File: config.mk
export PLATFORM = sky130hd
export DESIGN_NAME = sd_resp_crc_rx_flat
export DESIGN_NICKNAME = d
export VERILOG_FILES = /design/src/rtl/sd_resp_crc_rx_pkg.sv /design/src/rtl/sd_resp_crc_rx_if.sv /design/src/rtl/sd_resp_crc_rx_crc7.sv /design/src/rtl/sd_resp_crc_rx.sv /design/src/flat_wrapper.sv
export SDC_FILE = /design/constraint.sdc
export NUM_CORES = 1
export LEC_CHECK = 0
export CORE_UTILIZATION = 43
export CTS_BUF_LIST = sky130_fd_sc_hd__clkbuf_2
export CTS_CLUSTER_SIZE = 28
export DETAILED_ROUTE_END_ITERATION = 10
export PLACE_DENSITY_LB_ADDON = 0.1
export SLEW_MARGIN = 30
export SYNTH_ARGS = -nofsm -noshare
export SYNTH_HDL_FRONTEND = slang
export SYNTH_SLANG_ARGS = --single-unit
File: constraint.sdc
create_clock -name clk -period 3.3 [get_ports clk]
set_input_delay 0.66 -clock clk [delete_from_list [all_inputs] [get_ports clk]]
set_output_delay 0.66 -clock clk [all_outputs]
set_load 0.01 [all_outputs]
File: src/rtl/sd_resp_crc_rx_pkg.sv
// Shared SD-bus constants, receiver state encoding and the serial CRC7 step.
package sd_resp_crc_rx_pkg;

    // CRC7 generator x^7 + x^3 + 1, without the implicit x^7 term
    localparam logic [6:0] CRC7_POLY = 7'h09;

    // Response frame layout: 40 CRC-covered bits, 7 CRC bits, 1 end bit
    localparam int unsigned FRAME_LEN = 48;
    localparam int unsigned BODY_LEN  = 40;
    localparam int unsigned CRC_LEN   = 7;

    typedef enum logic [2:0] {
        StIdle,
        StHunt,
        StBody,
        StCrcf,
        StEndb,
        StFin
    } rx_state_e;

    // One serial CRC7 step; the command-side generator uses the same step.
    function automatic logic [6:0] crc7_next(input logic [6:0] crc, input logic b);
        logic fb;
        fb = crc[6] ^ b;
        return {crc[5:0], 1'b0} ^ (fb ? CRC7_POLY : 7'h00);
    endfunction

endpackage

File: src/rtl/sd_resp_crc_rx_if.sv
// Controller-side bundle of the response receiver: strobes in, frame fields out.
interface sd_resp_crc_rx_if;

    logic        start;
    logic        bit_en;
    logic        cmd_in;
    logic        busy;
    logic        done;
    logic        crc_ok;
    logic        frame_err;
    logic        timeout;
    logic        tx_bit;
    logic [5:0]  cmd_idx;
    logic [31:0] arg;
    logic [6:0]  crc_rx;
    logic [6:0]  crc_calc;

    // SD controller side
    modport master (
        output start, bit_en, cmd_in,
        input  busy, done, crc_ok, frame_err, timeout,
        input  tx_bit, cmd_idx, arg, crc_rx, crc_calc
    );

    // Receiver side
    modport slave (
        input  start, bit_en, cmd_in,
        output busy, done, crc_ok, frame_err, timeout,
        output tx_bit, cmd_idx, arg, crc_rx, crc_calc
    );

endinterface

File: src/rtl/sd_resp_crc_rx_crc7.sv
// Serial CRC7 register with synchronous clear and per-bit enable.
module crc7_serial
    import sd_resp_crc_rx_pkg::*;
(
    input  logic       clk,
    input  logic       rst,
    input  logic       clr,
    input  logic       en,
    input  logic       bit_in,
    output logic [6:0] crc
);

    logic [6:0] crc_q;

    // Clear has priority; otherwise advance one bit per enable.
    always_ff @(posedge clk or posedge rst) begin
        if (rst) begin
            crc_q <= 7'h00;
        end else if (clr) begin
            crc_q <= 7'h00;
        end else if (en) begin
            crc_q <= crc7_next(crc_q, bit_in);
        end
    end

    assign crc = crc_q;

endmodule

File: src/rtl/sd_resp_crc_rx.sv
// SD CMD-line response receiver: start-bit hunt, 48-bit frame capture, CRC7 check.
module sd_resp_crc_rx
    import sd_resp_crc_rx_pkg::*;
#(
    parameter int unsigned NCR_MAX    = 64,
    parameter int unsigned FRAME_BITS = FRAME_LEN
) (
    input logic            clk,
    input logic            rst,
    sd_resp_crc_rx_if.slave bus
);

    localparam int unsigned NcrW     = $clog2(NCR_MAX + 1);
    localparam int unsigned BodyBits = FRAME_BITS - CRC_LEN - 1;

    rx_state_e state_q, state_d;

    logic                start, bit_en, cmd_in;
    logic [BODY_LEN-1:0] shift_q;
    logic [5:0]          cnt_q;
    logic [NcrW-1:0]     ncr_q;
    logic [6:0]          crc_rx_q;
    logic [6:0]          crc_calc;
    logic                crc_ok_q, frame_err_q, timeout_q;
    logic                crc_clr, crc_en;
    logic                ncr_last, body_last, crc_last;

    assign start  = bus.start;
    assign bit_en = bus.bit_en;
    assign cmd_in = bus.cmd_in;

    // Next high sample in HUNT would bring the counter to NCR_MAX
    assign ncr_last  = (ncr_q == NcrW'(NCR_MAX - 1));
    assign body_last = (cnt_q == 6'(BodyBits - 1));
    assign crc_last  = (cnt_q == 6'(CRC_LEN - 1));

    // The start bit and the body bits feed the CRC; the CRC field itself does not.
    assign crc_clr = (state_q == StIdle) && start;
    assign crc_en  = bit_en && (((state_q == StHunt) && !cmd_in) || (state_q == StBody));

    crc7_serial u_crc (
        .clk    (clk),
        .rst    (rst),
        .clr    (crc_clr),
        .en     (crc_en),
        .bit_in (cmd_in),
        .crc    (crc_calc)
    );

    // State register
    always_ff @(posedge clk or posedge rst) begin
        if (rst) begin
            state_q <= StIdle;
        end else begin
            state_q <= state_d;
        end
    end

    // Next-state logic; every state advances on a single strobe
    always_comb begin
        state_d = state_q;
        unique case (state_q)
            StIdle: if (start) state_d = StHunt;
            StHunt: begin
                if (bit_en) begin
                    if (!cmd_in)       state_d = StBody;
                    else if (ncr_last) state_d = StFin;
                end
            end
            StBody: if (bit_en && body_last) state_d = StCrcf;
            StCrcf: if (bit_en && crc_last) state_d = StEndb;
            StEndb: if (bit_en) state_d = StEndb == StEndb ? StFin : StEndb;
            StFin:  state_d = StIdle;
            default: state_d = StIdle;
        endcase
    end

    // Frame datapath: shift register, counters, CRC field and status flags
    always_ff @(posedge clk or posedge rst) begin
        if (rst) begin
            shift_q     <= '0;
            cnt_q       <= '0;
            ncr_q       <= '0;
            crc_rx_q    <= '0;
            crc_ok_q    <= 1'b0;
            frame_err_q <= 1'b0;
            timeout_q   <= 1'b0;
        end else begin
            unique case (state_q)
                StIdle: begin
                    if (start) begin
                        shift_q     <= '0;
                        cnt_q       <= '0;
                        ncr_q       <= '0;
                        crc_rx_q    <= '0;
                        crc_ok_q    <= 1'b0;
                        frame_err_q <= 1'b0;
                        timeout_q   <= 1'b0;
                    end
                end
                StHunt: begin
                    if (bit_en) begin
                        if (!cmd_in) begin
                            // Start bit lands in shift[0] and ends up at the MSB
                            shift_q <= {shift_q[BODY_LEN-2:0], cmd_in};
                            cnt_q   <= 6'd1;
                        end else begin
                            ncr_q <= ncr_q + 1'b1;
                            if (ncr_last) timeout_q <= 1'b1;
                        end
                    end
                end
                StBody: begin
                    if (bit_en) begin
                        shift_q <= {shift_q[BODY_LEN-2:0], cmd_in};
                        cnt_q   <= body_last ? 6'd0 : cnt_q + 6'd1;
                    end
                end
                StCrcf: begin
                    if (bit_en) begin
                        crc_rx_q <= {crc_rx_q[5:0], cmd_in};
                        cnt_q    <= cnt_q + 6'd1;
                    end
                end
                StEndb: begin
                    if (bit_en) begin
                        frame_err_q <= ~cmd_in;
                        crc_ok_q    <= (crc_rx_q == crc_calc);
                    end
                end
                default: ;
            endcase
        end
    end

    // Handshake and field outputs
    always_comb begin
        bus.busy      = (state_q != StIdle);
        bus.done      = (state_q == StFin);
        bus.crc_ok    = crc_ok_q;
        bus.frame_err = frame_err_q;
        bus.timeout   = timeout_q;
        bus.tx_bit    = shift_q[38];
        bus.cmd_idx   = shift_q[37:32];
        bus.arg       = shift_q[31:0];
        bus.crc_rx    = crc_rx_q;
        bus.crc_calc  = crc_calc;
    end

    // A completed (non-timeout) frame always carries a 0 start bit at the MSB
    start_bit_at_msb: assert property (@(posedge clk) disable iff (rst)
        (state_q == StFin && !timeout_q) |-> !shift_q[BODY_LEN-1]);

endmodule

File: src/flat_wrapper.sv
// flat-port wrapper written by rule: the top's interface ports become plain ports
module sd_resp_crc_rx_flat import sd_resp_crc_rx_pkg::*;
#(
    parameter int unsigned NCR_MAX    = 64,
    parameter int unsigned FRAME_BITS = FRAME_LEN
)
  (clk, rst, bus_start, bus_bit_en, bus_cmd_in, bus_busy, bus_done, bus_crc_ok, bus_frame_err, bus_timeout, bus_tx_bit, bus_cmd_idx, bus_arg, bus_crc_rx, bus_crc_calc);
  sd_resp_crc_rx_if bus_i ();
  input logic clk;
  input logic rst;
  input wire logic [$bits(bus_i.start)-1:0] bus_start;
  input wire logic [$bits(bus_i.bit_en)-1:0] bus_bit_en;
  input wire logic [$bits(bus_i.cmd_in)-1:0] bus_cmd_in;
  output wire logic [$bits(bus_i.busy)-1:0] bus_busy;
  output wire logic [$bits(bus_i.done)-1:0] bus_done;
  output wire logic [$bits(bus_i.crc_ok)-1:0] bus_crc_ok;
  output wire logic [$bits(bus_i.frame_err)-1:0] bus_frame_err;
  output wire logic [$bits(bus_i.timeout)-1:0] bus_timeout;
  output wire logic [$bits(bus_i.tx_bit)-1:0] bus_tx_bit;
  output wire logic [$bits(bus_i.cmd_idx)-1:0] bus_cmd_idx;
  output wire logic [$bits(bus_i.arg)-1:0] bus_arg;
  output wire logic [$bits(bus_i.crc_rx)-1:0] bus_crc_rx;
  output wire logic [$bits(bus_i.crc_calc)-1:0] bus_crc_calc;
  assign bus_i.start = bus_start;
  assign bus_i.bit_en = bus_bit_en;
  assign bus_i.cmd_in = bus_cmd_in;
  assign bus_busy = bus_i.busy;
  assign bus_done = bus_i.done;
  assign bus_crc_ok = bus_i.crc_ok;
  assign bus_frame_err = bus_i.frame_err;
  assign bus_timeout = bus_i.timeout;
  assign bus_tx_bit = bus_i.tx_bit;
  assign bus_cmd_idx = bus_i.cmd_idx;
  assign bus_arg = bus_i.arg;
  assign bus_crc_rx = bus_i.crc_rx;
  assign bus_crc_calc = bus_i.crc_calc;
  sd_resp_crc_rx #(.NCR_MAX(NCR_MAX), .FRAME_BITS(FRAME_BITS)) u_core (.clk(clk), .rst(rst), .bus(bus_i));
endmodule
==> results.py <==
metrics = {
    "cts": {
        "clock_path_buffers": 2,
        "clk_pin_slew_ns": 0.19,
        "htree_levels": 3,
        "cts_sinks": 72,
        "clk-insertion-delay-late_ns": 0.48,
        "cts-root-buf": "clkbuf_2",
        "cts_setup_buffers": 0,
        "postCtsHoldBufs": 0,
        "numCtsBuffers": 9,
        "ctsResizeCount": 0,
        "cts_tree": "built",
    },
    "sta": {
        "worst_pin_slew_ns": 0.765,
        "slew_headroom": 0.490,
        "setup_viol": 0,
        "finalHoldViolCount": 0,
        "fin_crit_sh": 0.879,
        "drv_slew": 0,
        "fin_crit_ns": 2.90,
        "setup_tns_ns": 0,
        "rsz0062_at_grt": "no",
        "finalClockSkew_ns": 0.0281,
        "worst_slack_ns": 0.399,
        "fmax_mhz": 345,
    },
    "floorplan": {
        "io_pins": 63,
        "fp-row-count": 33,
        "dieArea_um2": 8890,
        "fp.dieH_um": 94.3,
        "initial_utilization": 0.446,
        "core_um2": 8220,
        "die_w_um": 94.3,
    },
    "global_routing": {
        "grt_usage": 0.184,
        "overflow": 0,
        "grt_pass1_wl_um": 12600,
        "grt_pass1_vias": 2609,
        "antenna_found_initial": 0,
        "grt_start_max_net_pins": 42,
    },
    "worst_setup_path": {
        "critical-path-max-stage-delay_ns": 0.73,
        "cp_slowest_cell": "dfrtp_1",
        "criticalPathCategory": "register to output port",
        "ff2ff_setup_slack_ns": 1.16,
        "worst-path-max-fanout": 13,
        "cp_num_buf_inv": 2,
        "critPathCaptureType": "output port",
        "cp_cell_sequence": "clkinv_1 -> nor2_1 -> clkdlybuf4s50_1",
        "start_kind": "register",
        "cp_top_family": "buffers and inverters",
        "required_ns": 2.64,
        "worstPathArrival_ns": 2.24,
    },
    "place": {
        "dp_slack_ns": 0.595,
        "place_congestion": 0.779,
        "dp_hpwl_um": 5040,
        "numPortBuffers": 62,
    },
    "flow_run": {
        "cap_violations": 0,
    },
    "logic_synthesis": {
        "yosysMostFrequentCell": "dfrtp_1",
        "syn-instance-count": 375,
        "syn-num-nets": 383,
        "synth_flop_cell": "dfrtp_1",
        "synth-edff-count": 0,
        "synth_warnings": 0,
        "yosys-top-cells-area": "dfrtp_1 (49%), mux2i_1 (11%), nand2_1 (7.2%)",
        "ys_ff_latch": 72,
        "yosysTopAreaCell": "dfrtp_1",
        "synthArstFlopShare": 1.00,
        "synth_seq_area_share": 0.492,
        "synth.avg_cell_area_um2": 9.76,
        "synth_top_cell_area_share": 0.492,
        "synthTopCellsByCount": "dfrtp_1 (72), nand2_1 (70), inv_1 (46), mux2i_1 (42), nor2_1 (18)",
        "synth_area_um2": 3660,
        "synth.distinct_cells": 55,
    },
    "detailed_routing": {
        "wire_per_inst_um": 13.7,
        "via_per_inst": 5.06,
        "totalWireLength_um": 7440,
        "firstDrtPassIters": 4,
        "vias": 2758,
        "antenna_left": 0,
        "drt_iter0_drc": 150,
        "drc": 0,
    },
    "min_path": {
        "hold_class": "register to register",
    },
    "final_layout": {
        "fin_nets": 444,
        "drive_gt1_frac": 0.0773,
        "antennaDiodeCount": 0,
        "syn2layout_area_growth_pct": 23.2,
    },
    "power_and_ir_drop": {
        "pwr_density_cell_nw_per_um2": 717,
        "seqPwrFrac": 0.405,
        "switchingPower_uw": 1300,
        "swShare": 0.402,
        "internal-power_uw": 1930,
        "combPwrFrac": 0.425,
        "p_leak_uw": 0.00185,
        "ir_worst_vdd_uv": 378,
        "p_clk_frac": 0.171,
    },
    "status": {
        "status": "complete, no violations",
    },
}
per-layer routing:
metal,track usage,wire length [um],part of all wire,up-vias
met4,0.0692,108,0.015,0
met2,0.287,3430,0.46,46
met1,0.254,3640,0.49,1341
met5,0,0,0,-
li1,-,-,-,1361
met3,0.0299,261,0.035,10
through the flow:
| stage | utilization | power (uW) | hold WS [ns] | area, um^2 | cells |
|---|---|---|---|---|---|
| 3_5_place_dp | 0.533 | 2710 | 0.493 | 4380 | 530 |
| 3_3_place_gp | 0.533 | 2680 | 0.501 | 4380 | 530 |
| 4_1_cts | 0.549 | 3280 | 0.532 | 4510 | 545 |
| 5_1_grt | 0.549 | 3490 | 0.561 | 4510 | 545 |
| 6_report | 0.549 | 3230 | 0.532 | 4510 | 545 |
| 2_1_floorplan | - | 2280 | 0.462 | 3660 | 375 |
placed cells by master, fill, tap and decap left out, types with 3 or more instances in the layout:
| cell type | count |
|---|---|
| inv_1 | 45 |
| o21ai_0 | 16 |
| nand2b_1 | 5 |
| nand2_1 | 70 |
| nor2b_1 | 3 |
| nand3_1 | 5 |
| a21oi_1 | 3 |
| mux2i_1 | 42 |
| xnor2_1 | 11 |
| a21oi_4 | 3 |
| buf_4 | 5 |
| dfrtp_1 | 72 |
| xor2_1 | 3 |
| nor2_1 | 18 |
| clkbuf_2 | 9 |
| ha_1 | 3 |
| clkdlybuf4s50_1 | 62 |
| and2_1 | 3 |
| and3_1 | 5 |
| o211ai_1 | 3 |
| nor3_1 | 5 |
path summary, 6_finish.rpt:
check / cells past startpoint / from / to
worst min-delay path: 1 / u_core.ncr_q[0] / u_core.ncr_q[0]
worst min register to register: 1 / u_core.ncr_q[0] / u_core.ncr_q[0]
worst max-delay path: 3 / u_core.state_q[2] / bus_done
max in group asynchronous: 3 / rst / u_core.cnt_q[2]
min in group asynchronous: 2 / rst / u_core.shift_q[27]
worst max register to register: 5 / u_core.state_q[0] / u_core.shift_q[0]
cells by family after synthesis:
logic type	synth area share
simple gates	0.161
flops	0.492
buf+inv	0.0830
compound gates	0.103
mux	0.118
xor+xnor	0.0335
fa+ha+maj	0.0103
registers in the layout, summed over array words and instances, names as in the netlist:
register / count
u_core.bus.crc_ok: 1
u_core.bus.crc_rx: 7
u_core.bus.frame_err: 1
u_core.bus.timeout: 1
u_core.cnt_q: 6
u_core.ncr_q: 7
u_core.shift_q: 39
u_core.state_q: 3
u_core.u_crc.crc: 7
power groups by stage:
stage	sequential, uW	combinational, uW	clock, uW
after floorplan	1250	1030	0
after global placement	1320	1360	0
after detailed placement	1320	1380	0
after CTS	1310	1390	579
after global routing	1340	1520	618
final	1310	1370	552
layout make-up:
type                            instances  area, um^2
Fill cell                             740        3700
Sequential cell                        72        1800
Multi-Input combinational cell        237        1570
Timing Repair Buffer                   69         698
Inverter                               47         176
Tap cell                              105         131
Clock inverter                          6        85.1
Clock buffer                            9        45.0
Power figures use the tool's default switching activity.
